**src/rtl/matvec_engine.sv**
```systemverilog
// matvec_engine: streams a vector B and COLS column beats of A through ROWS saturating MAC lanes.
module matvec_engine #(
    parameter int ROWS   = 8,
    parameter int COLS   = 8,
    parameter int DATA_W = 8,
    parameter int ACC_W  = 24,
    parameter int SIGNED = 0
) (
    input  logic                     i_clk,
    input  logic                     i_rst_n,
    input  logic                     i_start,
    input  logic                     i_clr,
    input  logic                     i_b_valid,
    input  logic [DATA_W-1:0]        i_b_data,
    output logic                     o_b_ready,
    input  logic                     i_a_valid,
    input  logic [ROWS*DATA_W-1:0]   i_a_data,
    output logic                     o_a_ready,
    output logic                     o_busy,
    output logic                     o_done,
    output logic [ROWS*ACC_W-1:0]    o_acc_out,
    output logic [ROWS-1:0]          o_sat
);
    localparam int CW = $clog2(COLS + 1);
    localparam int PW = 2 * DATA_W;
    localparam logic [CW-1:0] LAST = CW'(COLS - 1);
    localparam logic [CW-1:0] FULL = CW'(COLS);
    localparam logic IS_S = SIGNED != 0;
    typedef enum logic [2:0] {IDLE, LOAD_B, COMPUTE, DRAIN, DONE} state_t;
    state_t r_state, w_next;
    logic [CW-1:0] r_bidx, r_aidx;
    logic [DATA_W-1:0] r_b [2**CW];
    logic [PW-1:0] r_p [ROWS];
    logic r_pv;
    logic [ACC_W-1:0] r_acc [ROWS];
    logic [ROWS-1:0] r_sat;
    logic w_b_acc, w_a_acc;
    logic [DATA_W-1:0] w_bj;
    logic [PW-1:0] w_prod [ROWS];
    logic [ACC_W:0] w_sum [ROWS];
    logic [ACC_W-1:0] w_acc_nxt [ROWS];
    logic [ROWS-1:0] w_ovf;

    function automatic logic [PW-1:0] ext_op(input logic [DATA_W-1:0] v);
        return {{DATA_W{IS_S && v[DATA_W-1]}}, v};
    endfunction

    assign o_b_ready = r_state == LOAD_B;
    assign o_a_ready = r_state == COMPUTE && r_aidx != FULL;
    assign o_busy    = r_state != IDLE;
    assign o_done    = r_state == DONE && !i_clr;
    assign o_sat     = r_sat;
    assign w_b_acc   = i_b_valid && o_b_ready;
    assign w_a_acc   = i_a_valid && o_a_ready;
    assign w_bj      = r_b[r_aidx];

    for (genvar g = 0; g < ROWS; g++) begin : g_out
        assign o_acc_out[g*ACC_W +: ACC_W] = r_acc[g];
    end

    always_comb begin
        w_next = r_state;
        case (r_state)
            IDLE:    w_next = i_start ? LOAD_B : IDLE;
            LOAD_B:  w_next = (w_b_acc && r_bidx == LAST) ? COMPUTE : LOAD_B;
            COMPUTE: w_next = (r_aidx == FULL) ? DRAIN : COMPUTE;
            DRAIN:   w_next = DONE;
            default: w_next = IDLE;
        endcase
        if (i_clr)
            w_next = IDLE;
    end

    // The ACC_W+1 bit sum exposes overflow: carry-out when unsigned, top-two-bit disagreement when signed.
    always_comb begin
        for (int r = 0; r < ROWS; r++) begin
            w_prod[r]    = ext_op(i_a_data[r*DATA_W +: DATA_W]) * ext_op(w_bj);
            w_sum[r]     = {IS_S && r_acc[r][ACC_W-1], r_acc[r]}
                         + {{(ACC_W+1-PW){IS_S && r_p[r][PW-1]}}, r_p[r]};
            w_ovf[r]     = IS_S ? w_sum[r][ACC_W] ^ w_sum[r][ACC_W-1] : w_sum[r][ACC_W];
            w_acc_nxt[r] = !w_ovf[r] ? w_sum[r][ACC_W-1:0]
                         : !IS_S ? {ACC_W{1'b1}}
                         : w_sum[r][ACC_W] ? {1'b1, {(ACC_W-1){1'b0}}}
                         : {1'b0, {(ACC_W-1){1'b1}}};
        end
    end

    always_ff @(posedge i_clk) begin
        if (!i_rst_n || i_clr || (r_state == IDLE && i_start)) begin
            r_bidx <= '0;
            r_aidx <= '0;
            r_pv   <= 1'b0;
            r_sat  <= '0;
            for (int r = 0; r < ROWS; r++)
                r_acc[r] <= '0;
        end else begin
            if (w_b_acc) begin
                r_b[r_bidx] <= i_b_data;
                r_bidx      <= r_bidx + 1'b1;
            end
            if (w_a_acc) begin
                r_p    <= w_prod;
                r_aidx <= r_aidx + 1'b1;
            end
            r_pv <= w_a_acc;
            if (r_pv) begin
                r_acc <= w_acc_nxt;
                r_sat <= r_sat | w_ovf;
            end
        end
        r_state <= !i_rst_n ? IDLE : w_next;
    end
endmodule

```
**config.mk**
```make
export PLATFORM = sky130hd
export DESIGN_NAME = matvec_engine
export DESIGN_NICKNAME = d
export VERILOG_FILES = /design/src/rtl/matvec_engine.sv
export SDC_FILE = /design/constraint.sdc
export NUM_CORES = 2
export LEC_CHECK = 0
export ABC_CLOCK_PERIOD_IN_PS = 7390
export BUFFER_PORTS_ARGS = -buffer_cell sky130_fd_sc_hd__buf_2
export CORE_MARGIN = 5
export CORE_UTILIZATION = 40
export CTS_CLUSTER_SIZE = 14
export DETAILED_ROUTE_END_ITERATION = 16
export REMOVE_ABC_BUFFERS = 1
export SLEW_MARGIN = 25
export SYNTH_ARGS = -nofsm -noshare
export SYNTH_HDL_FRONTEND = slang
export SYNTH_SLANG_ARGS = --single-unit
```
**constraint.sdc**
```tcl
create_clock -name i_clk -period 7.39 [get_ports i_clk]
set_input_delay 0 -clock i_clk [delete_from_list [all_inputs] [get_ports i_clk]]
set_output_delay 0 -clock i_clk [all_outputs]
set_load 0.01 [all_outputs]
```
# Word-level counts from Yosys, hierarchy flattened
# Memory sizes are Yosys's and may differ from the RTL's. A register that Yosys moved wholly into a read port is not among the register bits.
# Cells that the tools add are included.
# totals
regBits	340
in_bits	78
mem_bits_rw	128
mem_count	1
out_inout_bits	204
elab_cells	81
# classes
mux	17
multipliers	8
reduce_logical	14
add_sub_neg	10
n_bitwise	3
n_eq_ne	7
# mem_list
name	words	word_bits	read_ports	rd_clocked_by_memory_dff	write_ports	line_no	text
r_b	16	8	1	1	1	32	logic [DATA_W-1:0] r_b [2**CW];
# ops
operator	count
$add A24 B16 Y25	8
$mux W24	8
$mul A8 B8 Y16	8
$pmux W3 S4	1
$add A4 B1 Y4 const B	2
$mux W4	2
$or A8 B8 Y8	1
$eq A3 B2 Y1 const B	2
$logic_and A1 B1 Y1	6
$mux W1	5
$eq A4 B3 Y1 const B	1
$eq A4 B4 Y1 const B	1
$ne A4 B4 Y1 const B	1
$eq A3 B1 Y1 const B	1
$eq A3 B3 Y1 const B	1
$logic_not A3 Y1	1
$reduce_bool A3 Y1	1
$logic_not A1 Y1	2
$logic_or A1 B1 Y1	2
$mux W2	1
$not A1 Y1	2
$reduce_and A2 Y1	1
$reduce_or A2 Y1	1

# Longest topological paths before layout
# depth
word_depth	5
depth_mapped	22

# Worst setup path before layout
# OpenSTA, ideal clock, no wires.
# synth_path
path_kind	reg-to-reg
start	register r_aidx[0]
end	register r_p[0] in the netlist's numbering, enable pin
path_stages_with_launch	7
period_less_slack_ns	7.227
slack_ns	0.163
arrival_ns	6.609
n_path_buf	0
setup_time_ns	0.617
cell_sequence	dfxtp_1 -> inv_1 -> ha_1 -> nand3_1 -> nor3b_1 -> nand2_1 -> nor2_1
# synth_between
elab_chain_cells	4
# synth_lines
item	line_no	text
start: declaration	31	logic [CW-1:0] r_bidx, r_aidx;
start signal: assignment	103	r_aidx <= r_aidx + 1'b1;
$ne A4 B4 Y1	49	assign o_a_ready = r_state == COMPUTE && r_aidx != FULL;
$logic_and A1 B1 Y1	49	
net o_a_ready	18	output logic o_a_ready,
$logic_and A1 B1 Y1	54	assign w_a_acc = i_a_valid && o_a_ready;
$reduce_and A2 Y1 (no line)	-	
end signal: assignment	102	r_p <= w_prod;
end: declaration	33	logic [PW-1:0] r_p [ROWS];
# The timed path passes the listed nets, and every way through them passes these cells.
# A chain may end at the register's enable or synchronous reset.

==> metrics.txt <==
slowest CP cell=mux4_2; Die H=323 um; clk_skew=47.4 ps; Peak Freq=0.153 GHz; die width=323 um; Vias/cell=5.17; Max-cap violations=0; post-layout min period=6540 ps; FILL cells=9367; clk_lat worst skew=690 ps; DRC=0; Core Util, Final=0.453; Fin. Hold Viols=0; routed length per instance=17.1 um; placed cell count=5459; max incr delay on CP=800 ps; area leader, netlist=edfxtp_1; Critical Path Sink Type=register; CP bufs+invs=4; status=complete, no violations; Most common cell on crit path=fa_1; Mapped Area=39300 um2; leading post-synthesis cells by cell area=edfxtp_1, fa_1, ha_1, dfxtp_1, and2_1; P per Cell Area=168 nW/um2; worst-margin pin slew=1030 ps; die area=105000 um2; number of synthesized flops with an enable pin=256; # nets final=5057; post-route setup slack=846 ps; Vias=29000; Req. time, crit path=7790 ps; Seq/Total Area, Yosys=0.306; post-DP HPWL=72.1 mm; io pins=282; wire length of the first global-routing pass=156 mm; CP arrival=6940 ps; All-Layer GR Usage=0.183; ANT nets after route=0; H-tree depth=2; initial antenna violation count=11; Layout Area Growth over Synthesis=12.9%; worst slack, placed=820 ps; Netlist cell types=78; YS warnings=0; Post-Synthesis Cells=3987; crit-path cells=buf_12 > mux4_2 > mux4_2 > buf_4 > and2_1 > fa_1 > fa_1 > inv_1 > fa_1 > fa_1 > inv_1 > ha_1 > o21ai_0 > a21boi_0 > o21ai_0 > nand2_1 > a21o_1 > a21oi_1 > xnor2_1; period utilisation layout=0.886; GPL Wtd Cong=0.806; core area=98000 um2; RSZ-0062 raised after global routing=false; clock root cell=clkbuf_16; final setup vio count=0; TritonCTS clock tree=done; hold path start=i_clr; Slew headroom=0.313; clk slew on worst S/H paths=60 ps; fin cells=5604; Seq cells post-synth=472; Crit Path Class=register to register; VDD IR max=194 uV; worst-path fanout max=30; Num CTS Buffers=57; sum of negative setup slack=0 ps; ys async rst share=0; GRT Residual Overflow=0; class of the worst hold path=input pin to register; final WL=96.0 mm; share of cells above drive strength 1=0.112; Initial Util=0.401; number of global-route vias before repair=29400; top cell type's share of synthesized area=0.196; drt initial violations=1475; Setup crit start kind=register; First-pass DRT Iterations=5; Slew Viols, Final=0; mean post-synth cell area=9.86 um2; predominant post-synthesis flop cell=edfxtp_1; leak pwr=0.0200 uW; Max Root-Sink Buffers=3; Finished Cell Area=44400 um2; CP top delay family=adder cells; Sink Count=472; largest net degree at the start of global routing=77; number of port buffers=281; # rows=115; Area after DPL=42100 um2
## state kept, by name, indices dropped and copies added, names as in the netlist, named ones only
signal	cells
o_acc_out	192
o_sat	8
r_aidx	4
r_b	128
r_bidx	4
r_p	128
r_pv	1
r_state	3
## cell usage in the layout (no fill, tap or decap), drive strengths merged, types with 9 or more instances in the layout
cell type,instances
nand4,20
o21bai,20
a31oi,73
and3,30
edfxtp,256
a211oi,37
or3,19
nor2,157
xor2,82
fa,296
a31o,10
ha,422
nand2b,26
a21o,69
nor3,57
nand2,221
mux4,40
inv,521
clkbuf,74
dfxtp,216
diode,9
o21ai,220
buf,310
or2,12
o31ai,13
nor2b,28
mux2i,11
and2,446
xnor2,122
o21a,30
o211ai,13
dlygate4sd3,30
nand3,47
and4,10
clkinv,21
a21oi,231
## area by class of cell
cell class                      instances  area, um2  share of cell area
Multi-Input combinational cell       2873      24900               0.561
Sequential cell                       472      12000               0.271
Timing Repair Buffer                  340       1950              0.0439
Inverter                              517       1940              0.0437
Tap cell                             1287       1610              0.0363
Clock buffer                           74       1520              0.0343
Clock inverter                         32        402             0.00905
Antenna cell                            9       22.5            0.000508
## what timing repair did
action,in CTS,in global routing
hold buffers,30,0
buffers inserted,0,0
resized for setup,0,0
hold endpoints to repair,193,0
## worst reg2reg max path, stage by stage (launching register included)
cell and delay, ps:
dfxtp_2 540, buf_12 270, mux4_2 550, mux4_2 800
buf_4 430, and2_1 230, fa_1 440, fa_1 490
inv_1 50, fa_1 480, fa_1 500, inv_1 50
ha_1 310, o21ai_0 110, a21boi_0 140, o21ai_0 270
nand2_1 140, a21o_1 190, a21oi_1 170, xnor2_1 100
## cell families (layout without fill, tap and decap cells)
family | Yosys count | after routing | share of synthesized area
XOR/XNOR | 204 | 204 | 0.0455
buffers and inverters | 642 | 963 | 0.0617
multiplexers | 51 | 51 | 0.0257
AND/OR/NAND/NOR | 1095 | 1095 | 0.149
AO/OA/AOI/OAI | 805 | 805 | 0.128
flip-flops | 472 | 472 | 0.306
adder cells (fa/ha/maj) | 718 | 718 | 0.285
other | 0 | 9 | 0
## power by group
part           internal, uW  switching (uW)  leakage (uW)
clock                  1680            1220      0.000936
sequential             2860           0.465       0.00404
combinational           767             928        0.0150
## path summary, 6_finish.rpt
check / endpoint / slack, ps / depth (start not counted)
worst min register to register: o_sat[5]$_SDFFE_PP0P_ / 440 / 2
worst max-delay path: r_p[27]$_DFFE_PP_ / 850 / 19
worst min-delay path: o_sat[1]$_SDFFE_PP0P_ / 120 / 4
worst max register to register: r_p[27]$_DFFE_PP_ / 850 / 19
## synth_stat cells, drive strengths merged, types with 11 or more instances
| cell type | n |
|---|---|
| o211ai | 13 |
| inv | 516 |
| nand2 | 221 |
| nor2 | 157 |
| o21a | 30 |
| xor2 | 82 |
| mux2i | 11 |
| nand4 | 20 |
| or3 | 19 |
| nand3 | 47 |
| dfxtp | 216 |
| a211oi | 37 |
| fa | 296 |
| and3 | 30 |
| a31oi | 73 |
| xnor2 | 122 |
| a21o | 69 |
| o31ai | 13 |
| ha | 422 |
| o21ai | 220 |
| nand2b | 26 |
| edfxtp | 256 |
| or2 | 12 |
| a21oi | 231 |
| and2 | 446 |
| o21bai | 20 |
| mux4 | 40 |
| nor3 | 57 |
| clkbuf | 116 |
| nor2b | 28 |
## routing by layer
layer  wire [um]  global-route usage  up-vias
li1            -                   -    14200
met1       43200               0.241    14100
met2       46200               0.320      502
met3        4590              0.0303      111
met4        1990              0.0412        6
met5          34                   0        -
## metrics by stage
| stage | hold slack [ps] | power, uW |
|---|---|---|
| 5_1_grt | 155 | 7940 |
| 3_5_place_dp | 263 | 4610 |
| 6_report | 115 | 7460 |
| 4_1_cts | 82.2 | 7590 |
| 2_1_floorplan | 50.4 | 4250 |
| 3_3_place_gp | 263 | 4590 |
(Power assumes the default switching activity.)
